==> config.mk <==
export PLATFORM = sky130hd
export DESIGN_NAME = tron_player_ctrl_flat
export DESIGN_NICKNAME = d
export VERILOG_FILES = /design/src/rtl/tron_player_ctrl_if.sv /design/src/rtl/tron_player_ctrl.sv /design/src/flat_wrapper.sv
export SDC_FILE = /design/constraint.sdc
export NUM_CORES = 1
export LEC_CHECK = 0
export BUFFER_PORTS_ARGS = -buffer_cell sky130_fd_sc_hd__buf_2
export CORE_ASPECT_RATIO = 0.9
export CORE_UTILIZATION = 63
export CTS_BUF_LIST = sky130_fd_sc_hd__clkbuf_8
export DETAILED_ROUTE_END_ITERATION = 16
export GPL_TIMING_DRIVEN = 0
export PLACE_DENSITY = 0.87
export RECOVER_POWER = 50
export SLEW_MARGIN = 0
export SYNTH_ARGS = -nofsm -noshare
export SYNTH_HDL_FRONTEND = slang
export SYNTH_SLANG_ARGS = --single-unit
==> constraint.sdc <==
create_clock -name clk -period 5 [get_ports clk]
set_input_delay 0.5 -clock clk [delete_from_list [all_inputs] [get_ports clk]]
set_output_delay 0.5 -clock clk [all_outputs]
set_load 0.01 [all_outputs]
==> src/rtl/tron_player_ctrl_if.sv <==
// ---------------------------------------------------------------------------
// tron_player_ctrl_if
// Trail write/check channel between a player motion stage and the
// tron_mem_controller.
//   addr_x             8  head x cell of the current request
//   addr_y             7  head y cell of the current request
//   wr_en              1  one-cycle trail write/check request
//   collision_detected 1  result of the check, returned by the memory side
// master : player controller side (drives the request, reads the result)
// slave  : memory controller side
// ---------------------------------------------------------------------------
interface tron_player_ctrl_if;
    logic [7:0] addr_x;
    logic [6:0] addr_y;
    logic       wr_en;
    logic       collision_detected;

    modport master (
        output addr_x,
        output addr_y,
        output wr_en,
        input  collision_detected
    );

    modport slave (
        input  addr_x,
        input  addr_y,
        input  wr_en,
        output collision_detected
    );
endinterface

==> src/rtl/tron_player_ctrl.sv <==
// ---------------------------------------------------------------------------
// tron_player_ctrl
// Per-player motion stage. On each game tick in RUN it applies the latched
// turn requests, advances the head one cell with wrap-around and issues a
// one-cycle trail write/check request. CHECK_LAT cycles after the request it
// samples collision_detected and either returns to RUN or kills the player.
// Ports:
//   clk           system clock
//   reset         synchronous, active-high reset
//   game_tick     one-cycle move strobe
//   start         level, begins/restarts a round from IDLE or DEAD
//   btn_left      raw level, turn counter-clockwise on rising edge
//   btn_right     raw level, turn clockwise on rising edge
//   mem           request channel to the memory controller (master side)
//   dir           current direction (0 up, 1 right, 2 down, 3 left)
//   alive         high in RUN/ISSUE/WAIT
//   died          one-cycle pulse on entry to DEAD
//   step_count    cells moved this round, saturating
//   tick_overrun  sticky, a tick arrived in ISSUE or WAIT
// ---------------------------------------------------------------------------
module tron_player_ctrl #(
    parameter int GRID_W    = 160,
    parameter int GRID_H    = 120,
    parameter int START_X   = 40,
    parameter int START_Y   = 60,
    parameter int START_DIR = 1,
    parameter int CHECK_LAT = 3
) (
    input  logic                       clk,
    input  logic                       reset,
    input  logic                       game_tick,
    input  logic                       start,
    input  logic                       btn_left,
    input  logic                       btn_right,
    tron_player_ctrl_if.master         mem,
    output logic [1:0]                 dir,
    output logic                       alive,
    output logic                       died,
    output logic [15:0]                step_count,
    output logic                       tick_overrun
);

    // The wait counter only needs to hold CHECK_LAT-1.
    localparam int CW = (CHECK_LAT > 1) ? $clog2(CHECK_LAT) : 1;

    typedef enum logic [2:0] {
        S_IDLE,
        S_ISSUE,
        S_WAIT,
        S_RUN,
        S_DEAD
    } state_t;

    state_t          state;
    state_t          state_next;
    logic [CW-1:0]   wait_cnt;
    logic [7:0]      x_q;
    logic [6:0]      y_q;
    logic [1:0]      dir_q;
    logic [15:0]     steps_q;
    logic            overrun_q;
    logic            died_q;
    logic            left_pend;
    logic            right_pend;
    logic            left_prev;
    logic            right_prev;

    logic            left_rise;
    logic            right_rise;
    logic            check_done;
    logic [1:0]      dir_turned;
    logic [7:0]      x_step;
    logic [6:0]      y_step;

    assign left_rise  = btn_left  & ~left_prev;
    assign right_rise = btn_right & ~right_prev;
    assign check_done = (state == S_WAIT) && (wait_cnt == '0);

    // State register.
    always_ff @(posedge clk) begin
        if (reset) begin
            state <= S_IDLE;
        end else begin
            state <= state_next;
        end
    end

    // Next-state logic. Restarts are only honoured from IDLE or DEAD, and
    // the collision result is consumed on the last WAIT cycle.
    always_comb begin
        state_next = state;
        unique case (state)
            S_IDLE, S_DEAD: if (start)     state_next = S_ISSUE;
            S_ISSUE:                       state_next = S_WAIT;
            S_WAIT:         if (check_done) state_next = mem.collision_detected ? S_DEAD : S_RUN;
            S_RUN:          if (game_tick) state_next = S_ISSUE;
            default:                       state_next = S_IDLE;
        endcase
    end

    // Output decode. The request is exactly the ISSUE cycle, so it can
    // never be high on two consecutive cycles.
    always_comb begin
        mem.wr_en    = (state == S_ISSUE);
        alive        = (state == S_ISSUE) || (state == S_WAIT) || (state == S_RUN);
        mem.addr_x   = x_q;
        mem.addr_y   = y_q;
        dir          = dir_q;
        died         = died_q;
        step_count   = steps_q;
        tick_overrun = overrun_q;
    end

    // Turn resolution and wrap-around step. Bounds are compared before the
    // add/subtract so no intermediate wider than the port is needed.
    always_comb begin
        dir_turned = dir_q;
        if (left_pend && !right_pend) begin
            dir_turned = dir_q - 2'd1;
        end else if (right_pend && !left_pend) begin
            dir_turned = dir_q + 2'd1;
        end

        x_step = x_q;
        y_step = y_q;
        unique case (dir_turned)
            2'd0: y_step = (y_q == 7'd0) ? 7'(GRID_H - 1) : y_q - 7'd1;
            2'd1: x_step = (x_q == 8'(GRID_W - 1)) ? 8'd0 : x_q + 8'd1;
            2'd2: y_step = (y_q == 7'(GRID_H - 1)) ? 7'd0 : y_q + 7'd1;
            2'd3: x_step = (x_q == 8'd0) ? 8'(GRID_W - 1) : x_q - 8'd1;
        endcase
    end

    // Datapath registers. Turn edges are latched in every alive state; a
    // tick consumes the latches that existed before it, while an edge seen
    // on the tick cycle itself is kept for the following tick.
    always_ff @(posedge clk) begin
        if (reset) begin
            wait_cnt   <= '0;
            x_q        <= 8'(START_X);
            y_q        <= 7'(START_Y);
            dir_q      <= 2'(START_DIR);
            steps_q    <= 16'd0;
            overrun_q  <= 1'b0;
            died_q     <= 1'b0;
            left_pend  <= 1'b0;
            right_pend <= 1'b0;
            left_prev  <= 1'b0;
            right_prev <= 1'b0;
        end else begin
            left_prev  <= btn_left;
            right_prev <= btn_right;
            died_q     <= check_done && mem.collision_detected;

            unique case (state)
                S_IDLE, S_DEAD: begin
                    if (start) begin
                        x_q        <= 8'(START_X);
                        y_q        <= 7'(START_Y);
                        dir_q      <= 2'(START_DIR);
                        steps_q    <= 16'd0;
                        overrun_q  <= 1'b0;
                        left_pend  <= 1'b0;
                        right_pend <= 1'b0;
                    end
                end
                S_ISSUE: begin
                    wait_cnt   <= CW'(CHECK_LAT - 1);
                    if (game_tick) overrun_q <= 1'b1;
                    left_pend  <= left_pend  | left_rise;
                    right_pend <= right_pend | right_rise;
                end
                S_WAIT: begin
                    if (wait_cnt != '0) wait_cnt <= wait_cnt - 1'b1;
                    if (game_tick) overrun_q <= 1'b1;
                    left_pend  <= left_pend  | left_rise;
                    right_pend <= right_pend | right_rise;
                end
                S_RUN: begin
                    if (game_tick) begin
                        dir_q      <= dir_turned;
                        x_q        <= x_step;
                        y_q        <= y_step;
                        if (steps_q != 16'hFFFF) steps_q <= steps_q + 16'd1;
                        left_pend  <= left_rise;
                        right_pend <= right_rise;
                    end else begin
                        left_pend  <= left_pend  | left_rise;
                        right_pend <= right_pend | right_rise;
                    end
                end
                default: begin
                end
            endcase
        end
    end

endmodule
==> src/flat_wrapper.sv <==
// flat-port wrapper written by rule: the top's interface ports become plain ports
module tron_player_ctrl_flat 
#(
    parameter int GRID_W    = 160,
    parameter int GRID_H    = 120,
    parameter int START_X   = 40,
    parameter int START_Y   = 60,
    parameter int START_DIR = 1,
    parameter int CHECK_LAT = 3
)
  (clk, reset, game_tick, start, btn_left, btn_right, dir, alive, died, step_count, tick_overrun, mem_addr_x, mem_addr_y, mem_wr_en, mem_collision_detected);
  tron_player_ctrl_if mem_i ();
  input  logic clk;
  input  logic reset;
  input  logic game_tick;
  input  logic start;
  input  logic btn_left;
  input  logic btn_right;
  output logic [1:0] dir;
  output logic alive;
  output logic died;
  output logic [15:0] step_count;
  output logic tick_overrun;
  output wire logic [$bits(mem_i.addr_x)-1:0] mem_addr_x;
  output wire logic [$bits(mem_i.addr_y)-1:0] mem_addr_y;
  output wire logic [$bits(mem_i.wr_en)-1:0] mem_wr_en;
  input wire logic [$bits(mem_i.collision_detected)-1:0] mem_collision_detected;
  assign mem_addr_x = mem_i.addr_x;
  assign mem_addr_y = mem_i.addr_y;
  assign mem_wr_en = mem_i.wr_en;
  assign mem_i.collision_detected = mem_collision_detected;
  tron_player_ctrl #(.GRID_W(GRID_W), .GRID_H(GRID_H), .START_X(START_X), .START_Y(START_Y), .START_DIR(START_DIR), .CHECK_LAT(CHECK_LAT)) u_core (.clk(clk), .reset(reset), .game_tick(game_tick), .start(start), .btn_left(btn_left), .btn_right(btn_right), .mem(mem_i), .dir(dir), .alive(alive), .died(died), .step_count(step_count), .tick_overrun(tick_overrun));
endmodule
==> summary.md <==
| Metric | Value |
|---|---|
| Status | finished clean |
| Worst Skew | 0.00557 ns |
| Commonest register cell after synthesis | dfxtp_1 |
| Drt first-iter violations | 179 |
| Count of final hold-check violations | 0 |
| Most frequent cell after synthesis | dfxtp_1 |
| Share of layout cells above drive strength 1 | 7.44% |
| Via count | 2753 |
| Final GP Congestion | 0.839 |
| Hold Path Class | input port to flip-flop |
| Die width | 71.9 um |
| Startpoint types | flip-flop |
| Antenna violations before repair | 0 |
| Async set or reset register ratio after synthesis | 0% |
| CTS hold repair buffers | 0 |
| Syn_area_per_cell | 8.17 um2 |
| Top-area cell type share of the netlist area | 31.8% |
| Reg power frac | 50.3% |
| Clk pwr share | 33.0% |
| # rows | 22 |
| Core Util, Final | 74.8% |
| Area delta synth->final | 12.2% |
| Synth area leader | dfxtp_1 |
| Final min period | 2.24 ns |
| Final Max Tran Viols | 0 |
| Area after DPL | 3060 um2 |
| Post-CTS Setup Repair Bufs | 0 |
| Synth Register Bits | 44 |
| Register-to-Register Setup Slack | 2.76 ns |
| CTS tree | yes |
| WS Path Type | flip-flop to flip-flop |
| # diodes | 0 |
| R2R depth | 7 |
| Largest net degree at the start of global routing | 14 |
| Yosys Warn Count | 0 |
| Resized cells post-CTS | 0 |
| Max FO, Critical Path | 8 |
| Peak supply drop | 204 uV |
| DP Cell Count | 442 |
| Post-synthesis sequential area ratio | 31.8% |
| Post-DP HPWL | 4.74 mm |
| Worst r2r src | u_core.mem.addr_x[0] |
| Worst endpoint required time | 5.23 ns |
| Clk root buf | clkbuf_8 |
| Sw Share | 28.6% |
| Fin Hold WS | 0.443 ns |
| Total GRT Usage | 29.6% |
| Hold Path Origin | btn_left |
| Die height | 64.9 um |
| Crit path capture type | flip-flop |
| Setup TNS | 0 ns |
| Syn Nets | 353 |
| Mapped Area | 2770 um2 |
| Drt wl/cell | 14.7 um |
| Placeable Area | 4160 um2 |
| Clk sinks | 44 |
| I/O pins | 44 |
| Final ANT Viol Nets | 0 |
| WP data arrival | 2.48 ns |
| Remaining global-route overflow | 0 |
| Clk slew on worst S/H paths | 0.08 ns |
| Clock buffer depth | 2 |
| Synth cell types | 63 |
| Design Area, Final | 3110 um2 |
| Top cells by area, synth | dfxtp_1 (32%), a21oi_1 (4.9%), nor2_1 (4.7%) |
| Worst rel slew slack | 41.1% |
| Vias in the first global route | 2340 |
| Synthesized instance count | 339 |
| Quantity of I/O buffers inserted on ports | 43 |
| Initial Utilization | 66.6% |
| Net Switching | 0.000206 W |
| Worst Hold Path Cells | 2 |
| Vias per cell | 6.12 |
| Crit Reg-Reg Endpoint | u_core.mem.addr_x[6] |
| Die Area | 4670 um2 |
| Static leakage | 1.08 nW |
| First-pass GRT wire length | 11.1 mm |
| Comb pwr share | 16.7% |
| Peak Freq | 0.446 GHz |
| Cell Pwr Density | 232 nW/um2 |
| H-tree lvl count | 2 |
| Slew @ Worst Pin | 0.879 ns |
| Final Cycle Share | 44.8% |
| Max Cap Violations | 0 |
| Setup violations, final | 0 |
| Hold worst-path end | u_core.left_prev |
| Int Power | 0.000514 W |
| TritonCTS buffer count | 5 |
| Residual DRC count | 0 |
| Final net count | 403 |
| Drt total wl | 6.60 mm |
| RSZ-0062 raised after global routing | no |
| Skew-Pair Late Insertion Delay | 0.30 ns |
| EDFF count, synth | 0 |
| First-pass DRT Iterations | 4 |
| Cell Count, Final, Fillers Out | 450 |
| Top cells by count, synth | dfxtp_1 (44), nor2_1 (35), a21oi_1 (27) |
worst max-delay path by stage:
stage,startpoint,end,slack [ns],cells past startpoint
2_1_floorplan,u_core.mem.addr_x[0],u_core.mem.addr_x[6],2.87,7
3_3_place_gp,start,u_core.step_count[13],2.79,7
3_5_place_dp,start,u_core.step_count[13],2.74,7
4_1_cts,u_core.mem.addr_x[0],u_core.mem.addr_x[6],2.77,7
5_1_grt,u_core.right_pend,u_core.mem.addr_y[4],2.64,6
6_report,u_core.mem.addr_x[0],u_core.mem.addr_x[6],2.76,7
layout by cell type (no fill, tap or decap), types with 3 or more instances in the layout:
cell type and instances:
nor4b_1 3, a32oi_1 3, nor3_1 4, xnor2_1 3
nor3b_1 5, a31oi_1 4, and4_1 4, a211o_1 3
o21ai_0 16, nor2b_1 10, nor4_1 3, clkbuf_1 47
and2_1 4, nand4_1 6, nand2_1 19, dfxtp_1 44
ha_1 7, a21oi_1 27, or4_1 3, clkbuf_8 6
buf_2 13, o2111ai_1 4, mux2i_1 6, nor2_1 35
inv_1 15, nand3b_1 4, a211oi_1 8, or3_1 6
xor2_1 14, o211ai_1 6, nand3_1 11
routing by layer:
| metal | vias to the layer above | routed length [um] | part of all wire (%) | global-route usage [%] |
|---|---|---|---|---|
| met4 | 0 | 65 | 0.98 | 6.62 |
| met3 | 8 | 298 | 4.5 | 5.13 |
| met5 | - | 0 | 0 | 0 |
| met2 | 88 | 2980 | 45 | 46.3 |
| met1 | 1290 | 3250 | 49 | 42.3 |
| li1 | 1367 | - | - | - |
layout make-up:
type / count / area (um2)
Clock buffer: 6 / 82.6
Tap cell: 60 / 75.1
Buffer: 20 / 97.6
Sequential cell: 44 / 881
Fill cell: 351 / 1050
Timing Repair Buffer: 43 / 170
Clock inverter: 2 / 11.3
Multi-Input combinational cell: 261 / 1740
Inverter: 14 / 52.6
metrics by stage:
step           power [W]  setup WS (ns)
3_5_place_dp    0.000489           2.74
5_1_grt         0.000753           2.64
4_1_cts         0.000723           2.77
2_1_floorplan   0.000459           2.87
6_report        0.000720           2.76
3_3_place_gp    0.000486           2.79
kinds of logic (layout without fill, tap and decap cells):
logic type                 after synthesis  in the layout  share of synthesized area (%)
AOI/OAI and AO/OA                       97             97                           24.3
xor gates and xnor gates                18             18                           6.23
adders and majority gates                7              7                           3.16
buffers and inverters                   34             85                           5.42
DFF                                     44             44                           31.8
muxes                                    6              6                           2.17
and+or+nand+nor                        133            133                           26.9
flip-flops by register name, indices dropped and copies added, names as in the netlist, 2 cells and up:
| signal | count |
|---|---|
| u_core.dir | 2 |
| u_core.mem.addr_x | 8 |
| u_core.mem.addr_y | 7 |
| u_core.state | 3 |
| u_core.step_count | 16 |
| u_core.wait_cnt | 2 |
power groups by stage:
stage	logic, W	registers, W	clock network, W
2_1_floorplan	0.0000872	0.000372	0
6_report	0.000120	0.000363	0.000238
5_1_grt	0.000133	0.000364	0.000256
3_3_place_gp	0.000115	0.000370	0
4_1_cts	0.000120	0.000363	0.000241
3_5_place_dp	0.000119	0.000371	0
critical path, stage by stage, from the launching register on:
cell	delay [ns]
dfxtp_1	0.38
inv_1	0.13
ha_1	0.19
or3b_2	0.51
or4b_2	0.62
mux2i_1	0.14
a21oi_1	0.08
a31oi_1	0.14
(Power assumes the default switching activity.)
